### config.mk
export PLATFORM = sky130hd
export DESIGN_NAME = inkeypad_flat
export DESIGN_NICKNAME = d
export VERILOG_FILES = /design/src/rtl/inkeypad_if.sv /design/src/rtl/inkeypad.sv /design/src/flat_wrapper.sv
export SDC_FILE = /design/constraint.sdc
export NUM_CORES = 1
export LEC_CHECK = 0
export ABC_AREA = 1
export BUFFER_PORTS_ARGS = -buffer_cell sky130_fd_sc_hd__buf_2
export CAP_MARGIN = 25
export CORE_UTILIZATION = 50
export CTS_BUF_LIST = sky130_fd_sc_hd__clkbuf_8
export CTS_CLUSTER_DIAMETER = 30
export DETAILED_ROUTE_END_ITERATION = 10
export PLACE_DENSITY = 0.69
export SLEW_MARGIN = 20
export SYNTH_ARGS = -nofsm -noshare
export SYNTH_HDL_FRONTEND = slang
export SYNTH_SLANG_ARGS = --single-unit
### constraint.sdc
create_clock -name clk -period 2.9 [get_ports clk]
set_clock_uncertainty 0.2 [all_clocks]
set_input_delay 0 -clock clk [delete_from_list [all_inputs] [get_ports clk]]
set_output_delay 0 -clock clk [all_outputs]
set_load 0.01 [all_outputs]
### src/rtl/inkeypad_if.sv
// Bus-side signal bundle of the hex keypad input unit.
// The CPU side (master) drives ko; the keypad unit (slave) returns the byte,
// the bus enable, the ready flag and the per-key strobe/code.
interface inkeypad_if;
  logic       ko;
  logic [7:0] bus_out;
  logic       bus_oe;
  logic       ready;
  logic       key_valid;
  logic [3:0] key_code;

  modport master (
    output ko,
    input  bus_out,
    input  bus_oe,
    input  ready,
    input  key_valid,
    input  key_code
  );

  modport slave (
    input  ko,
    output bus_out,
    output bus_oe,
    output ready,
    output key_valid,
    output key_code
  );
endinterface

### src/rtl/inkeypad.sv
// Hex keypad input unit: scans a 4x4 active-low matrix one column at a time,
// debounces presses and releases, and packs two hex keys into a byte that is
// placed on the shared bus while ko is high.
// Optional build macro ENTRY_TIMEOUT_EN: abandons a half-entered byte after
// TIMEOUT_CYCLES clocks without a second key.
module inkeypad #(
  parameter int SCAN_DIV       = 1000,
  parameter int DEBOUNCE_SCANS = 4,
  parameter int TIMEOUT_CYCLES = 50000000
) (
  input  logic       clk,
  input  logic       clr,
  input  logic [3:0] row,
  output logic [3:0] col,
  inkeypad_if.slave  bus
);

  localparam int DIV_W = (SCAN_DIV > 1) ? $clog2(SCAN_DIV) : 1;
  localparam int CNT_W = $clog2(DEBOUNCE_SCANS + 1);
  localparam logic [DIV_W-1:0] DIV_LAST   = DIV_W'(SCAN_DIV - 1);
  localparam logic [CNT_W-1:0] CNT_TARGET = CNT_W'(DEBOUNCE_SCANS);
  localparam logic             IMM_ACCEPT = (DEBOUNCE_SCANS == 1) ? 1'b1 : 1'b0;

  typedef enum logic [1:0] {
    ST_IDLE     = 2'd0,
    ST_DEBOUNCE = 2'd1,
    ST_HELD     = 2'd2
  } state_t;

  // Lowest-numbered low row wins when several keys share a column.
  function automatic logic [1:0] low_row_idx(input logic [3:0] r);
    logic [1:0] idx;
    idx = 2'd3;
    casez (r)
      4'b???0: idx = 2'd0;
      4'b??01: idx = 2'd1;
      4'b?011: idx = 2'd2;
      default: idx = 2'd3;
    endcase
    return idx;
  endfunction

  state_t             state_r, state_nxt_s;
  logic [DIV_W-1:0]   div_r;
  logic [1:0]         col_idx_r, col_idx_nxt_s;
  logic [3:0]         col_r;
  logic [3:0]         cand_r;
  logic [1:0]         cand_row_r;
  logic [CNT_W-1:0]   stable_r, stable_nxt_s, stable_inc_s;
  logic [CNT_W-1:0]   rel_r, rel_nxt_s, rel_inc_s;
  logic [3:0]         entry_r;
  logic               nib_r;
  logic [7:0]         data_r;
  logic               ready_r;
  logic               key_valid_r;
  logic [3:0]         key_code_r;

  logic               sample_s, row_hit_s, same_row_s;
  logic [1:0]         row_idx_s;
  logic               capture_s, accept_s, advance_s;
  logic [3:0]         accept_code_s;

  assign sample_s      = (div_r == DIV_LAST);
  assign row_hit_s     = (row != 4'hF);
  assign row_idx_s     = low_row_idx(row);
  assign same_row_s    = row_hit_s && (row_idx_s == cand_row_r);
  assign stable_inc_s  = stable_r + CNT_W'(1);
  assign rel_inc_s     = rel_r + CNT_W'(1);
  // With single-sample debounce the key is accepted before cand_r is loaded.
  assign accept_code_s = capture_s ? {row_idx_s, col_idx_r} : cand_r;
  assign col_idx_nxt_s = advance_s ? (col_idx_r + 2'd1) : col_idx_r;

  // State register of the scan/debounce FSM.
  always_ff @(posedge clk) begin
    if (clr) begin
      state_r <= ST_IDLE;
    end else begin
      state_r <= state_nxt_s;
    end
  end

  // Next-state decode: moves only on sample cycles.
  always_comb begin
    state_nxt_s = state_r;
    case (state_r)
      ST_IDLE: begin
        if (sample_s && row_hit_s) begin
          state_nxt_s = IMM_ACCEPT ? ST_HELD : ST_DEBOUNCE;
        end else begin
          state_nxt_s = ST_IDLE;
        end
      end
      ST_DEBOUNCE: begin
        if (sample_s) begin
          if (same_row_s) begin
            state_nxt_s = (stable_inc_s == CNT_TARGET) ? ST_HELD : ST_DEBOUNCE;
          end else begin
            state_nxt_s = ST_IDLE;
          end
        end else begin
          state_nxt_s = ST_DEBOUNCE;
        end
      end
      ST_HELD: begin
        if (sample_s && !row_hit_s && (rel_inc_s == CNT_TARGET)) begin
          state_nxt_s = ST_IDLE;
        end else begin
          state_nxt_s = ST_HELD;
        end
      end
      default: state_nxt_s = ST_IDLE;
    endcase
  end

  // Control decode: capture/accept/advance strobes and debounce counter updates.
  always_comb begin
    capture_s    = 1'b0;
    accept_s     = 1'b0;
    advance_s    = 1'b0;
    stable_nxt_s = stable_r;
    rel_nxt_s    = rel_r;
    case (state_r)
      ST_IDLE: begin
        if (sample_s) begin
          if (row_hit_s) begin
            capture_s    = 1'b1;
            accept_s     = IMM_ACCEPT;
            stable_nxt_s = CNT_W'(1);
            rel_nxt_s    = '0;
          end else begin
            advance_s = 1'b1;
          end
        end else begin
          advance_s = 1'b0;
        end
      end
      ST_DEBOUNCE: begin
        if (sample_s) begin
          if (same_row_s) begin
            stable_nxt_s = stable_inc_s;
            accept_s     = (stable_inc_s == CNT_TARGET);
            rel_nxt_s    = '0;
          end else begin
            advance_s = 1'b1;
          end
        end else begin
          advance_s = 1'b0;
        end
      end
      ST_HELD: begin
        if (sample_s) begin
          if (!row_hit_s) begin
            rel_nxt_s = rel_inc_s;
            advance_s = (rel_inc_s == CNT_TARGET);
          end else begin
            rel_nxt_s = '0;
          end
        end else begin
          advance_s = 1'b0;
        end
      end
      default: begin
        advance_s = 1'b0;
      end
    endcase
  end

  // Column scan timing, column index and registered column drive.
  always_ff @(posedge clk) begin
    if (clr) begin
      div_r     <= '0;
      col_idx_r <= 2'd0;
      col_r     <= 4'b1110;
    end else begin
      div_r     <= sample_s ? '0 : (div_r + DIV_W'(1));
      col_idx_r <= col_idx_nxt_s;
      col_r     <= ~(4'b0001 << col_idx_nxt_s);
    end
  end

  // Candidate key and debounce/release counters.
  always_ff @(posedge clk) begin
    if (clr) begin
      cand_r     <= 4'h0;
      cand_row_r <= 2'd0;
      stable_r   <= '0;
      rel_r      <= '0;
    end else begin
      if (capture_s) begin
        cand_r     <= {row_idx_s, col_idx_r};
        cand_row_r <= row_idx_s;
      end
      stable_r <= stable_nxt_s;
      rel_r    <= rel_nxt_s;
    end
  end

`ifdef ENTRY_TIMEOUT_EN
  localparam int TO_W = (TIMEOUT_CYCLES > 1) ? $clog2(TIMEOUT_CYCLES) : 1;
  localparam logic [TO_W-1:0] TO_LAST = TO_W'(TIMEOUT_CYCLES - 1);

  logic [TO_W-1:0] to_cnt_r;
  logic            timeout_s;

  assign timeout_s = nib_r && (to_cnt_r == TO_LAST);

  // Idle time since the first nibble; restarts on every accepted key.
  always_ff @(posedge clk) begin
    if (clr) begin
      to_cnt_r <= '0;
    end else if (accept_s || !nib_r || timeout_s) begin
      to_cnt_r <= '0;
    end else begin
      to_cnt_r <= to_cnt_r + TO_W'(1);
    end
  end
`else
  logic timeout_s;
  logic timeout_unused_s;

  assign timeout_s        = 1'b0;
  assign timeout_unused_s = TIMEOUT_CYCLES[0];
`endif

  // Nibble assembly, byte register, ready flag and key strobe.
  always_ff @(posedge clk) begin
    if (clr) begin
      entry_r     <= 4'h0;
      nib_r       <= 1'b0;
      data_r      <= 8'h00;
      ready_r     <= 1'b0;
      key_valid_r <= 1'b0;
      key_code_r  <= 4'h0;
    end else begin
      key_valid_r <= accept_s;
      if (accept_s) begin
        key_code_r <= accept_code_s;
        if (!nib_r) begin
          entry_r <= accept_code_s;
          nib_r   <= 1'b1;
        end else begin
          data_r <= {entry_r, accept_code_s};
          nib_r  <= 1'b0;
        end
      end else if (timeout_s) begin
        entry_r <= 4'h0;
        nib_r   <= 1'b0;
      end else begin
        nib_r <= nib_r;
      end
      // A completing byte beats a simultaneous read.
      if (accept_s && nib_r) begin
        ready_r <= 1'b1;
      end else if (bus.ko) begin
        ready_r <= 1'b0;
      end else begin
        ready_r <= ready_r;
      end
    end
  end

  assign col           = col_r;
  assign bus.bus_oe    = bus.ko;
  assign bus.bus_out   = bus.ko ? data_r : 8'h00;
  assign bus.ready     = ready_r;
  assign bus.key_valid = key_valid_r;
  assign bus.key_code  = key_code_r;

endmodule
### src/flat_wrapper.sv
// flat-port wrapper written by rule: the top's interface ports become plain ports
module inkeypad_flat 
#(
  parameter int SCAN_DIV       = 1000,
  parameter int DEBOUNCE_SCANS = 4,
  parameter int TIMEOUT_CYCLES = 50000000
)
  (clk, clr, row, col, bus_ko, bus_bus_out, bus_bus_oe, bus_ready, bus_key_valid, bus_key_code);
  inkeypad_if bus_i ();
  input  logic clk;
  input  logic clr;
  input  logic [3:0] row;
  output logic [3:0] col;
  input wire logic [$bits(bus_i.ko)-1:0] bus_ko;
  output wire logic [$bits(bus_i.bus_out)-1:0] bus_bus_out;
  output wire logic [$bits(bus_i.bus_oe)-1:0] bus_bus_oe;
  output wire logic [$bits(bus_i.ready)-1:0] bus_ready;
  output wire logic [$bits(bus_i.key_valid)-1:0] bus_key_valid;
  output wire logic [$bits(bus_i.key_code)-1:0] bus_key_code;
  assign bus_i.ko = bus_ko;
  assign bus_bus_out = bus_i.bus_out;
  assign bus_bus_oe = bus_i.bus_oe;
  assign bus_ready = bus_i.ready;
  assign bus_key_valid = bus_i.key_valid;
  assign bus_key_code = bus_i.key_code;
  inkeypad #(.SCAN_DIV(SCAN_DIV), .DEBOUNCE_SCANS(DEBOUNCE_SCANS), .TIMEOUT_CYCLES(TIMEOUT_CYCLES)) u_core (.clk(clk), .clr(clr), .row(row), .col(col), .bus(bus_i));
endmodule
==> results of run 1 <==
==> path summary, 6_finish.rpt <==
path	start	cells past startpoint	end	slack (ns)
max	u_core.div_r[0]	9	u_core.entry_r[1]	0.93
min	u_core.col_idx_r[1]	1	u_core.col[3]	0.24
max reg2reg	u_core.div_r[0]	9	u_core.entry_r[1]	0.93
min reg2reg	u_core.col_idx_r[1]	1	u_core.col[3]	0.24
==> cell usage after synthesis <==
master	n	area [um2]
nor3_1	9	45.04
nor3_4	2	32.53
nand4_1	2	12.51
nor2_4	3	33.78
nand4_2	1	12.51
o21ai_1	7	35.03
a21oi_1	13	65.06
buf_2	2	10.01
a31oi_1	1	6.260
buf_4	1	7.510
inv_1	52	195.2
nor2_2	4	25.02
o21a_1	1	7.510
inv_2	3	11.26
nor2_1	29	108.9
xor2_1	1	8.760
a21oi_2	2	17.52
clkbuf_1	2	7.510
o21bai_1	2	15.01
nand2_4	1	11.26
nand3_1	24	120.1
or2_2	1	6.260
nand2_1	93	349.1
nor3b_1	2	15.01
a2bb2oi_2	1	15.01
buf_1	1	3.750
o21ai_0	4	20.02
dfxtp_1	49	980.9
nand3_4	1	17.52
xnor2_1	1	8.760
ha_1	9	112.6
nand2_2	4	25.02
clkinv_2	1	5.000
==> through the flow <==
step | setup slack [ns] | cells
2_1_floorplan | 1.113 | 329
3_3_place_gp | 0.9504 | 401
3_5_place_dp | 0.9324 | 401
4_1_cts | 0.8985 | 415
5_1_grt | 0.6846 | 415
6_report | 0.9263 | 415
==> power breakdown <==
part	leakage (nW)	internal (W)	total (W)	switching, W
Sequential	0.395	0.000676	0.000678	0.00000222
Combinational	0.899	0.0000192	0.0000524	0.0000331
Clock	0.0595	0.000256	0.000483	0.000228
==> layer usage <==
metal / wire length (um) / vias to the layer above / track usage
met3: 148 / 7 / 0.03030
li1: - / 1082 / -
met4: 54 / 0 / 0.06803
met5: 0 / - / 0
met2: 2020 / 27 / 0.3225
met1: 2238 / 889 / 0.2645
==> final cells by class <==
| cell class | instances | area share |
|---|---|---|
| Timing Repair Buffer | 32 | 0.07169 |
| Clock buffer | 5 | 0.02561 |
| Clock inverter | 3 | 0.01583 |
| Tap cell | 52 | 0.02421 |
| Inverter | 56 | 0.07868 |
| Sequential cell | 49 | 0.3650 |
| Multi-Input combinational cell | 218 | 0.4190 |
==> worst max-delay path: cells and delay by family (launching register included) <==
kind	cells	cell delay (ns)
buf+inv	1	0.07
simple gates	6	0.86
compound gates	1	0.26
fa+ha+maj	1	0.19
flops	1	0.36
==> cell families after synthesis <==
logic type,count (synthesis),share of synthesized area
buffers and inverters,62,0.1023
XOR/XNOR,2,0.007464
adder cells (fa/ha/maj),9,0.04798
AND/OR/NAND/NOR,176,0.3470
flip-flops,49,0.4179
AO/OA/AOI/OAI,31,0.07729
==> state kept, by name, indices dropped and copies added (netlist names) <==
signal                cells
u_core.col_idx_r          2
u_core.nib_r              1
u_core.bus.key_code       4
u_core.rel_r              3
u_core.cand_r             4
u_core.state_r            2
u_core.col                4
u_core.div_r             10
u_core.bus.key_valid      1
u_core.cand_row_r         2
u_core.stable_r           3
u_core.bus.ready          1
u_core.data_r             8
u_core.entry_r            4
==> flow_metrics.env, run 1 <==
export IMPL_synth_seq_cells=49
export IMPL_utilization=0.6047
export IMPL_die_area_um2=4972
export IMPL_syn_num_nets=345
export IMPL_vias=2005
export IMPL_clk_pin_slew_ns=0.10
export IMPL_layout_drive_gt1_share=0.1570
export IMPL_first_pass_iters=7
export IMPL_ctsHoldBuffers=6
export IMPL_grt_max_degree=21
export IMPL_total_power_w=0.001213
export IMPL_vias_per_cell=4.831
export IMPL_violations="design-rule violations"
export IMPL_clk_latency_ns=0.30
export IMPL_path_class="reg -> reg"
export IMPL_antenna_found_initial=0
export IMPL_nFillCells=423
export IMPL_critPathLaunchType="flop"
export IMPL_postRouteAntennaNets=0
export IMPL_hp_class="reg -> reg"
export IMPL_fin_hold_ws_ns=0.2370
export IMPL_endpoint_kind="flop"
export IMPL_design_area_um2=2688
export IMPL_slew_headroom=0.7787
export IMPL_final_common_cell="nand2_1"
export IMPL_grt_pass1_wl_um=7866
export IMPL_critPathRequiredTime_ns=2.95
export IMPL_path_cells="ha_1, nand2_2, nor3_4, nand4_2, o21ai_1, inv_1, nor2_2, nand2_1, nand2_1"
export IMPL_cts_root_buf="clkbuf_8"
export IMPL_die_h_um=70.52
export IMPL_power_leakage_nw=1.354
export IMPL_rsz0062_at_grt="no"
export IMPL_finalSetupViolations=0
export IMPL_initial_core_util=0.5282
export IMPL_cts_setup_buffers=0
export IMPL_drt_total_wl_um=4462
export IMPL_drv_slew=0
export IMPL_yosysSeqAreaShare=0.4179
export IMPL_layout_common_cells="nand2_1, inv_1, dfxtp_1"
export IMPL_yosys_warnings=0
export IMPL_place_area_um2=2516
export IMPL_core_um2=4444
export IMPL_drv_cap=0
export IMPL_dpl_hpwl_um=3244
export IMPL_cts_htree_levels=2
export IMPL_cts_made_buffers=5
export IMPL_die_w_um=70.52
export IMPL_seqCellArea_um2=980.9
export IMPL_cp_max_fo=10
export IMPL_critPathArrivalTime_ns=2.02
export IMPL_cts_tree="done"
export IMPL_hold_viol=0
export IMPL_diodes=0
export IMPL_ir_worst_vdd_uv=241.6
export IMPL_fin_nets=378
export IMPL_synth_area_um2=2347
export IMPL_cts_resized=0
export IMPL_powerDensity_nw_per_um2=451.5
export IMPL_critical_path_max_stage_delay_ns=0.36
export IMPL_status="finished with violations"
export IMPL_wl_per_cell_um=10.75
export IMPL_rows=24
export IMPL_num_io_pins=26
export IMPL_drt_iter0_drc=77
export IMPL_tns_ns=0
export IMPL_synth_area_per_cell_um2=7.135
export IMPL_finalCritPeriodShare=0.6806
export IMPL_drc=2
export IMPL_place_gp_congestion=0.7782
export IMPL_grt_pass1_vias=1871
export IMPL_fmax_ghz=0.5067
export IMPL_synth_cell_types=33
export IMPL_slowest_stage="dfxtp_1"
export IMPL_cts_sinks=49
export IMPL_cts_buffer_depth=2
export IMPL_multi_input_area_um2=1126
export IMPL_overflow=0
export IMPL_postSynthCellCount=329
export IMPL_grt_usage=0.1967
export IMPL_fin_crit_ns=1.974
export IMPL_syn_to_final_growth_pct=14.50
export IMPL_worst_pin_slew_ns=0.3311
export IMPL_crit_top_cell="nand2_1"
export IMPL_numPortBuffers=25
Note: power is estimated with default switching activity, not from simulation.
==> run 2, diff against run 1 <==
- clock period: 2.9 -> 1.9 ns (I/O delays scaled with it)
==> run 2 against run 1 <==
Compared with the run above:
- the run ends with design-rule violations, negative setup slack left
- via count rose by 5.3%
- clock power rose by 53%
- fmax rose by 0.77%
- core utilization rose by 6.5 points
- combinational power rose by 87%
- final cell count rose by 6.0%
- register-to-register slack got worse by 0.99 ns
==> flow_metrics.env, run 2 (same netlist as run 1, synthesis figures left out) <==
export IMPL_cts_buffer_depth=2
export IMPL_largest_reg_flops=10
export IMPL_critPathArrivalTime_ns=1.95
export IMPL_postRouteAntennaNets=0
export IMPL_initial_core_util=0.5282
export IMPL_die_area_um2=4972
export IMPL_cts_made_buffers=5
export IMPL_cp_startpoint="u_core.div_r[0]"
export IMPL_dpl_hpwl_um=3487
export IMPL_diodes=0
export IMPL_cts_root_buf="clkbuf_8"
export IMPL_rsz0062_at_grt="yes"
export IMPL_fmax_ghz=0.5105
export IMPL_final_common_cell="nand2_1"
export IMPL_cp_max_fo=8
export IMPL_drt_iter0_drc=61
export IMPL_tns_ns=-0.1297
export IMPL_antenna_found_initial=0
export IMPL_status="finished with violations"
export IMPL_utilization=0.6698
export IMPL_regMostFlops="u_core.div_r"
export IMPL_clk_latency_ns=0.30
export IMPL_vias_per_cell=4.798
export IMPL_path_class="reg -> reg"
export IMPL_drv_cap=0
export IMPL_rows=24
export IMPL_clk_pin_slew_ns=0.09
export IMPL_top_regs="u_core.div_r x10, u_core.data_r x8"
export IMPL_min_from="row[2]"
export IMPL_finalCritPeriodShare=1.031
export IMPL_fin_crit_ns=1.959
export IMPL_drv_slew=0
export IMPL_wl_per_cell_um=11.13
export IMPL_critPathLaunchType="flop"
export IMPL_violations="design-rule violations, negative setup slack"
export IMPL_pre_cts_slack_ns=-0.005935
export IMPL_hold_viol=0
export IMPL_r2r_start="u_core.div_r[0]"
export IMPL_place_gp_congestion=0.7992
export IMPL_fin_nets=403
export IMPL_endpoint_kind="flop"
export IMPL_worst_pin_slew_ns=0.3425
export IMPL_drc=2
export IMPL_grt_pass1_wl_um=8445
export IMPL_core_um2=4444
export IMPL_die_w_um=70.52
export IMPL_syn_to_final_growth_pct=26.81
export IMPL_layout_common_cells="nand2_1, inv_1, dfxtp_1"
export IMPL_layout_drive_gt1_share=0.2629
export IMPL_cts_sinks=49
export IMPL_powerDensity_nw_per_um2=630.0
export IMPL_hp_class="in -> reg"
export IMPL_power_leakage_nw=1.516
export IMPL_overflow=0
export IMPL_numPortBuffers=25
export IMPL_ir_worst_vdd_uv=489.2
export IMPL_finalSetupViolations=7
export IMPL_fin_hold_ws_ns=0.01273
export IMPL_slew_headroom=0.7714
export IMPL_setup_ws_ns=-0.05874
export IMPL_grt_usage=0.2141
export IMPL_first_pass_iters=7
export IMPL_vias=2111
export IMPL_cts_htree_levels=2
export IMPL_num_io_pins=26
export IMPL_total_power_w=0.001875
export IMPL_drt_total_wl_um=4899
export IMPL_grt_pass1_vias=1934
export IMPL_critPathRequiredTime_ns=1.89
export IMPL_grt_max_degree=16
export IMPL_cts_tree="done"
export IMPL_die_h_um=70.52
==> run 2: layout make-up <==
| class | count | area, um2 |
|---|---|---|
| clock buffer | 5 | 68.82 |
| clock inverter | 3 | 42.54 |
| fill | 388 | 1468 |
| inverter | 56 | 211.5 |
| multi-input combinational | 218 | 1221 |
| sequential | 49 | 984.7 |
| tap | 52 | 65.06 |
| timing repair buffer | 57 | 382.9 |
==> run 2: metrics by stage <==
stage               cell area (um2)  std cells
CTS                            2846        433
floorplan                      2347        329
global placement               2636        417
detailed placement             2636        417
finish                         2977        440
global route                   2977        440
==> run 2: path summary, 6_finish.rpt <==
path,endpoint,cells past startpoint,slack [ns]
setup / recovery,u_core.entry_r[2],9,-0.06
hold / removal,u_core.rel_r[2],7,0.01
setup reg to reg,u_core.entry_r[2],9,-0.06
hold reg to reg,u_core.col[3],1,0.25
==> run 2: where the power goes <==
group          total [W]  internal [W]  switching, W  leakage, nW
registers        0.00104       0.00103    0.00000554        0.396
clock network   0.000740      0.000390      0.000350       0.0595
logic          0.0000979     0.0000411     0.0000568         1.06
==> run 2: what timing repair did <==
item | CTS | global route
hold buffers | 7 | 0
gates cloned | 0 | 0
setup endpoints to repair | 21 | 28
endpoints found under the hold margin | 26 | 0
setup buffers | 1 | 7
resized for setup | 4 | 25
pin swaps | 1 | 12
==> run 2: worst max-delay path: stages, from the launching register on <==
cell	delay, ns
dfxtp_2	0.36
ha_4	0.15
nand2_4	0.06
nor3_4	0.30
nand2_4	0.14
nor2_4	0.19
buf_4	0.14
nand2_4	0.07
nor3_2	0.17
nor2_1	0.07
==> run 2: layer usage <==
layer,vias to the layer above,GRT usage,routed length [um]
li1,1132,-,-
met1,939,0.2831,2355
met2,31,0.3549,2317
met3,9,0.03175,124
met4,0,0.07937,102
met5,-,0,0
